## config.mk

```make
export PLATFORM = sky130hd
export DESIGN_NAME = layer_compositor
export DESIGN_NICKNAME = d
export VERILOG_FILES = /design/src/rtl/layer_compositor.sv
export SDC_FILE = /design/constraint.sdc
export NUM_CORES = 1
export LEC_CHECK = 0
export BUFFER_PORTS_ARGS = -buffer_cell sky130_fd_sc_hd__buf_2
export CAP_MARGIN = 30
export CORE_MARGIN = 2
export CORE_UTILIZATION = 40
export DETAILED_ROUTE_END_ITERATION = 6
export PLACE_DENSITY = 0.8
export SYNTH_ARGS = -nofsm -noshare
export SYNTH_HDL_FRONTEND = slang
export SYNTH_SLANG_ARGS = --single-unit
```

## constraint.sdc

```tcl
create_clock -name pclk -period 1.3 [get_ports pclk]
set_clock_uncertainty 0.2 [all_clocks]
set_input_delay 0.13 -clock pclk [delete_from_list [all_inputs] [get_ports pclk]]
set_output_delay 0.13 -clock pclk [all_outputs]
set_load 0.01 [all_outputs]
```

## src/rtl/layer_compositor.sv

```systemverilog
// Two-stage pixel compositor: merges LAYERS RGB streams by priority (highest index wins),
// applies a per-layer transparency colour key and delays the VGA timing to match.
// The layer enable mask only changes on a rising edge of vblnk_in, so a frame never tears.
module layer_compositor #(
  parameter int unsigned       LAYERS       = 4,
  parameter int unsigned       COLOR_W      = 12,
  parameter int unsigned       CNT_W        = 11,
  parameter logic [COLOR_W-1:0] BG_COLOR    = '0,
  parameter logic [LAYERS-1:0] LAYER_EN_RST = {{(LAYERS-1){1'b0}}, 1'b1}
) (
  input  logic                      pclk,
  input  logic                      rst,
  input  logic [CNT_W-1:0]          hcount_in,
  input  logic [CNT_W-1:0]          vcount_in,
  input  logic                      hsync_in,
  input  logic                      vsync_in,
  input  logic                      hblnk_in,
  input  logic                      vblnk_in,
  input  logic [LAYERS*COLOR_W-1:0] rgb_in,
  input  logic [LAYERS-1:0]         layer_en_in,
  input  logic [LAYERS-1:0]         key_en,
  input  logic [COLOR_W-1:0]        key_color,
  output logic [CNT_W-1:0]          hcount_out,
  output logic [CNT_W-1:0]          vcount_out,
  output logic                      hsync_out,
  output logic                      vsync_out,
  output logic                      hblnk_out,
  output logic                      vblnk_out,
  output logic [COLOR_W-1:0]        rgb_out,
  output logic [2:0]                layer_sel_out,
  output logic [LAYERS-1:0]         layer_en_active,
  output logic                      frame_start
);

  // Mask control
  logic [LAYERS-1:0] layer_en_q;
  logic              frame_start_q;
  logic              armed_q;
  logic              vblnk_rise;

  // Stage 1
  logic [CNT_W-1:0]          hcount_s1_q, vcount_s1_q;
  logic                      hsync_s1_q, vsync_s1_q, hblnk_s1_q, vblnk_s1_q;
  logic [LAYERS*COLOR_W-1:0] rgb_s1_q;
  logic [LAYERS-1:0]         opaque_d, opaque_s1_q;

  // Stage 2
  logic [CNT_W-1:0]   hcount_s2_q, vcount_s2_q;
  logic               hsync_s2_q, vsync_s2_q, hblnk_s2_q, vblnk_s2_q;
  logic [COLOR_W-1:0] rgb_d, rgb_s2_q;
  logic [2:0]         sel_d, sel_s2_q;

  // vblnk_s1_q doubles as the edge-detect history. armed_q suppresses a false edge on the
  // first cycle after reset release when vblnk_in is already high.
  assign vblnk_rise = vblnk_in & ~vblnk_s1_q & armed_q;

  // Commit the requested mask on a vblank rising edge and flag it one cycle later.
  always_ff @(posedge pclk or negedge rst) begin
    if (!rst) begin
      layer_en_q    <= LAYER_EN_RST;
      frame_start_q <= 1'b0;
      armed_q       <= 1'b0;
    end else begin
      armed_q       <= 1'b1;
      frame_start_q <= vblnk_rise;
      if (vblnk_rise) begin
        layer_en_q <= layer_en_in;
      end
    end
  end

  // A layer is opaque when enabled and its pixel is not the keyed transparent colour.
  always_comb begin
    opaque_d = '0;
    for (int i = 0; i < int'(LAYERS); i++) begin
      opaque_d[i] = layer_en_q[i] &
                    ~(key_en[i] & (rgb_in[i*COLOR_W +: COLOR_W] == key_color));
    end
  end

  // Stage 1: capture opacity, raw pixels and timing.
  always_ff @(posedge pclk or negedge rst) begin
    if (!rst) begin
      hcount_s1_q <= '0;
      vcount_s1_q <= '0;
      hsync_s1_q  <= 1'b0;
      vsync_s1_q  <= 1'b0;
      hblnk_s1_q  <= 1'b0;
      vblnk_s1_q  <= 1'b0;
      rgb_s1_q    <= '0;
      opaque_s1_q <= '0;
    end else begin
      hcount_s1_q <= hcount_in;
      vcount_s1_q <= vcount_in;
      hsync_s1_q  <= hsync_in;
      vsync_s1_q  <= vsync_in;
      hblnk_s1_q  <= hblnk_in;
      vblnk_s1_q  <= vblnk_in;
      rgb_s1_q    <= rgb_in;
      opaque_s1_q <= opaque_d;
    end
  end

  // Priority select: ascending scan so the highest opaque index overwrites lower ones.
  always_comb begin
    logic [COLOR_W-1:0] win_rgb;
    win_rgb = BG_COLOR;
    sel_d   = '0;
    for (int i = 0; i < int'(LAYERS); i++) begin
      if (opaque_s1_q[i]) begin
        win_rgb = rgb_s1_q[i*COLOR_W +: COLOR_W];
        sel_d   = 3'(i);
      end
    end
    rgb_d = (hblnk_s1_q | vblnk_s1_q) ? '0 : win_rgb;
  end

  // Stage 2: register the composited pixel and the delayed timing.
  always_ff @(posedge pclk or negedge rst) begin
    if (!rst) begin
      hcount_s2_q <= '0;
      vcount_s2_q <= '0;
      hsync_s2_q  <= 1'b0;
      vsync_s2_q  <= 1'b0;
      hblnk_s2_q  <= 1'b0;
      vblnk_s2_q  <= 1'b0;
      rgb_s2_q    <= '0;
      sel_s2_q    <= '0;
    end else begin
      hcount_s2_q <= hcount_s1_q;
      vcount_s2_q <= vcount_s1_q;
      hsync_s2_q  <= hsync_s1_q;
      vsync_s2_q  <= vsync_s1_q;
      hblnk_s2_q  <= hblnk_s1_q;
      vblnk_s2_q  <= vblnk_s1_q;
      rgb_s2_q    <= rgb_d;
      sel_s2_q    <= sel_d;
    end
  end

  assign hcount_out      = hcount_s2_q;
  assign vcount_out      = vcount_s2_q;
  assign hsync_out       = hsync_s2_q;
  assign vsync_out       = vsync_s2_q;
  assign hblnk_out       = hblnk_s2_q;
  assign vblnk_out       = vblnk_s2_q;
  assign rgb_out         = rgb_s2_q;
  assign layer_sel_out   = sel_s2_q;
  assign layer_en_active = layer_en_q;
  assign frame_start     = frame_start_q;

endmodule

```

# Word level (Yosys, flattened, before mapping)
# Cells that the tools add are included.
[word_totals]
regBits = 125
in_bits = 96
out_inout_bits = 46
[op_classes]
n_eq_ne = 4
mux = 8
bitwise_logic = 16
[op_table]
columns = ["cell", "count"]
rows = [
  ["$mux W12", 5],
  ["$eq A12 B12 Y1", 4],
  ["$and A1 B1 Y1", 10],
  ["$not A1 Y1", 5],
  ["$mux W3", 1],
  ["$mux W2", 1],
  ["$mux W1", 1],
  ["$or A1 B1 Y1", 1],
]

# Logic depth before layout (Yosys ltp)
[depth]
word_depth = 5
mapped_depth = 5
ltp_nobuf = 4

# Worst setup path after synthesis
# OpenSTA, ideal clock, no wires.
[synth_timing]
path_kind = "reg2reg"
start = "register opaque_s1_q[2]"
end = "register rgb_s2_q[1], in the netlist rgb_out[1]"
arrival_time_ps = 1115
required_time_ps = 964
setup_slack_ps = -151
stages_incl_launch_ff = 5
n_path_buf = 1
period_less_slack_ps = 1451
cell_sequence = "dfrtp_1 -> or2_2 -> buf_2 -> a221oi_1 -> nor3_1"
[synth_between]
elab_chain_cells = 3
[synth_rtl]
columns = ["item", "line", "source"]
rows = [
  ["start, declared", "45", "logic [LAYERS-1:0] opaque_d, opaque_s1_q;"],
  ["start signal, assigned", "100", "opaque_s1_q <= opaque_d;"],
  ["$mux W12 (2 in a row)", "110", "if (opaque_s1_q[i]) begin"],
  ["$mux W12", "115", "rgb_d = (hblnk_s1_q | vblnk_s1_q) ? '0 : win_rgb;"],
  ["via rgb_d[1]", "50", "logic [COLOR_W-1:0] rgb_d, rgb_s2_q;"],
  ["end signal, assigned", "136", "rgb_s2_q <= rgb_d;"],
  ["end, declared", "50", ""],
]
# The timed path passes the listed nets, and every way through them passes these cells.
# A chain may end at the register's enable or synchronous reset.

# Worst setup path in the final report
[layout_timing]
start = "register layer_en_q[0], in the netlist layer_en_active[0]"
end = "output layer_en_active[0]"
[layout_rtl]
columns = ["item", "line", "source"]
rows = [
  ["start, declared", "36", "logic [LAYERS-1:0] layer_en_q;"],
  ["start signal, assigned", "67", "layer_en_q <= layer_en_in;"],
  ["end, declared", "31", "output logic [LAYERS-1:0] layer_en_active,"],
]
# No word-level cell between the ends.

==> reports/qor.txt <==
IO buf count = 140
Worst Path Required = 0.97 ns
cell with the most instances after synthesis = dfrtp_1
grt total ovfl = 0
Antenna Nets Post-Route = 0
core area = 9819 um^2
CTS Sinks = 124
Initial DRC Count = 169
startpoint of the worst-slack reg-to-reg timing path = opaque_s1_q[1]
fraction of layout cells with a size suffix above 1 = 46.06%
Final GP Congestion = 0.8853
FF+latch count, synth = 124
Tmin final = 1.485 ns
PwrDens = 1534 nW/um^2
fin. max-slew vios = 0
failing checks = negative hold slack, negative setup slack
cells after synthesis = 257
height of the die = 104.7 um
sequential element share of the synthesized area = 76.60%
critical-path maximum fanout = 2
CTS root buf = clkbuf_8
num rows = 36
drt total wl = 13050 um
Layout Nets = 628
Total Routing Usage GR = 24.46%
final antenna diode count = 0
clock buffer count from CTS = 17
CP Buf/Inv Count = 1
Initial Utilization = 41.27%
WP data arrival = 1.16 ns
EDFF count, synth = 0
Max-Cap Viols = 0
Post-Synthesis Cell Area = 4053 um^2
vias in the first global route = 3707
post-synth top area cell = dfrtp_1
unrepaired setup endpoints after global routing = yes
YS warnings = 0
worst hold margin = -0.1253 ns
clk_lat worst skew = 0.51 ns
CP Launch Type = flop
CTS tree = done
IO Pins = 142
Vias/cell = 4.763
Final Hold Fails = 22
CP cell instances = buf_6
P_int = 7.893 mW
fin crit share = 114.3%
Post-synth top cells = dfrtp_1 (123), xnor2_1 (32), xor2_1 (16)
WL/cell = 19.25 um
clk slew on worst S/H paths = 0.06 ns
pin count of the biggest net entering global routing = 31
asr flop ratio synth = 100.0%
DRC viols = 0
Leak = 3.289 nW
Max Freq = 673.2 MHz
ranking of synthesized cells by area = dfrtp_1 (76%), xnor2_1 (6.9%), xor2_1 (3.5%)
outcome = complete, but fails checks
Netlist cell types = 27
PnR worst setup slack = -0.1855 ns
initial antenna violation count = 0
top cell type's share of synthesized area = 75.95%
power share of the combinational group = 17.0%
final setup violation count = 64
worst min path class = in2async
crit path kind = reg2out
Core Util, Final = 71.66%
Synth Flop Type = dfrtp_1
power share of the sequential group = 39.4%
H-tree depth = 4
CP max stage delay = 0.54 ns
VDD IR max = 0.8189 mV
Syn Nets = 353
clock share of power = 43.6%
pre-CTS WS = -0.2898 ns
die width = 104.7 um
Switching Share = 26.85%
delay-heaviest family, CP = flip-flops
synthesized area per cell = 15.77 um^2
DR pass1 iterations = 4
Worst Setup End Kind = primary output
first-pass GRT wire length = 19890 um
synth-to-layout area growth = 73.63%
switching power = 2.898 mW
vias = 3229
Post-DP HPWL = 7649 um
Die ar. = 10950 um^2
Critical-path top delay cell = dfstp_2
beginning of the critical path = layer_en_active[0]
clock buffer depth = 2
cells by family (layout without fill, tap and decap cells):
logic type	Yosys count	in the layout	share of synthesized area [%]
buf+inv	14	301	1.482
mux	4	4	1.111
other cells	2	2	0.1853
xor+xnor	48	48	10.37
compound gates	29	29	5.403
simple gates	36	37	4.847
flops	124	124	76.60
final timing paths:
path | cells after the start | slack, ns | end
setup reg to reg | 4 | -0.12 | rgb_out[1]
min in group pclk | 4 | -0.07 | opaque_s1_q[0]
max in group asynchronous | 3 | 0.51 | layer_en_active[0]
hold / removal | 2 | -0.13 | hcount_s1_q[8]
hold reg to reg | 0 | 0.15 | vcount_out[6]
setup / recovery | 1 | -0.19 | layer_en_active[0]
flip-flops by register name, indices dropped and copies added, names as in the netlist, 2 cells and up:
signal / flops
rgb_out: 12
layer_sel_out: 2
vcount_out: 11
hcount_out: 11
layer_en_active: 4
rgb_s1_q: 48
vcount_s1_q: 11
opaque_s1_q: 4
hcount_s1_q: 11
final cells by class:
cell class                 instances  area [um^2]
sequential                       124         3105
fill                             631         2783
timing repair buffer             266         2021
multi-input combinational        120         1140
clock buffer                      17        414.1
clock inverter                    15        178.9
tap                              133        166.4
inverter                           3        11.26
placed cells by master (no fill, tap or decap), types with 2 or more instances in the layout:
cell type and count:
a221oi_2 5, a221oi_4 5, buf_12 5, buf_2 131
buf_4 25, buf_6 17, bufinv_16 2, clkbuf_16 16
clkinv_4 3, clkinvlp_4 2, conb_1 2, dfrtp_1 122
dlygate4sd3_1 86, dlymetal6s4s_1 2, inv_2 2, inv_6 5
inv_8 3, mux2_2 4, nand3_1 8, nand4_1 4
nor3_1 6, nor3_2 5, nor4_1 3, o22ai_1 10
o31a_1 4, or2_4 3, xnor2_1 25, xnor2_2 7
xor2_1 16
what timing repair did:
| item | 4_1_cts | 5_1_grt |
|---|---|---|
| hold endpoints to repair | 207 | 31 |
| pin swaps | 9 | 23 |
| setup endpoints to repair | 60 | 65 |
| cloned | 1 | 0 |
| hold buffers | 87 | 9 |
| resized for setup | 22 | 38 |
| buffers inserted | 10 | 3 |
metal layers:
layer | GRT usage (%) | up-vias | share of wire [%]
li1 | - | 1443 | -
met1 | 27.72 | 1616 | 39
met2 | 43.70 | 147 | 52
met3 | 6.862 | 23 | 5.7
met4 | 9.524 | 0 | 2.8
met5 | 0 | - | 0
through the flow:
| stage | instances | area [um^2] | power [mW] | TNS [ns] |
|---|---|---|---|---|
| 2_1_floorplan | 257 | 4126 | 4.823 | -0.06462 |
| 3_3_place_gp | 542 | 5155 | 5.468 | -1.810 |
| 3_5_place_dp | 542 | 5155 | 5.506 | -2.470 |
| 6_report | 678 | 7037 | 10.79 | -3.305 |
| 4_1_cts | 672 | 6788 | 10.58 | -3.914 |
| 5_1_grt | 678 | 7037 | 11.21 | -5.693 |
power groups by stage:
stage          Sequential (mW)  Clock, mW  Combinational, mW
2_1_floorplan             4.33          0              0.488
3_3_place_gp              4.28          0               1.18
3_5_place_dp              4.30          0               1.21
4_1_cts                   4.23       4.73               1.62
5_1_grt                   4.27       4.99               1.95
6_report                  4.25       4.70               1.84
Note: power is estimated with default switching activity, not from simulation.
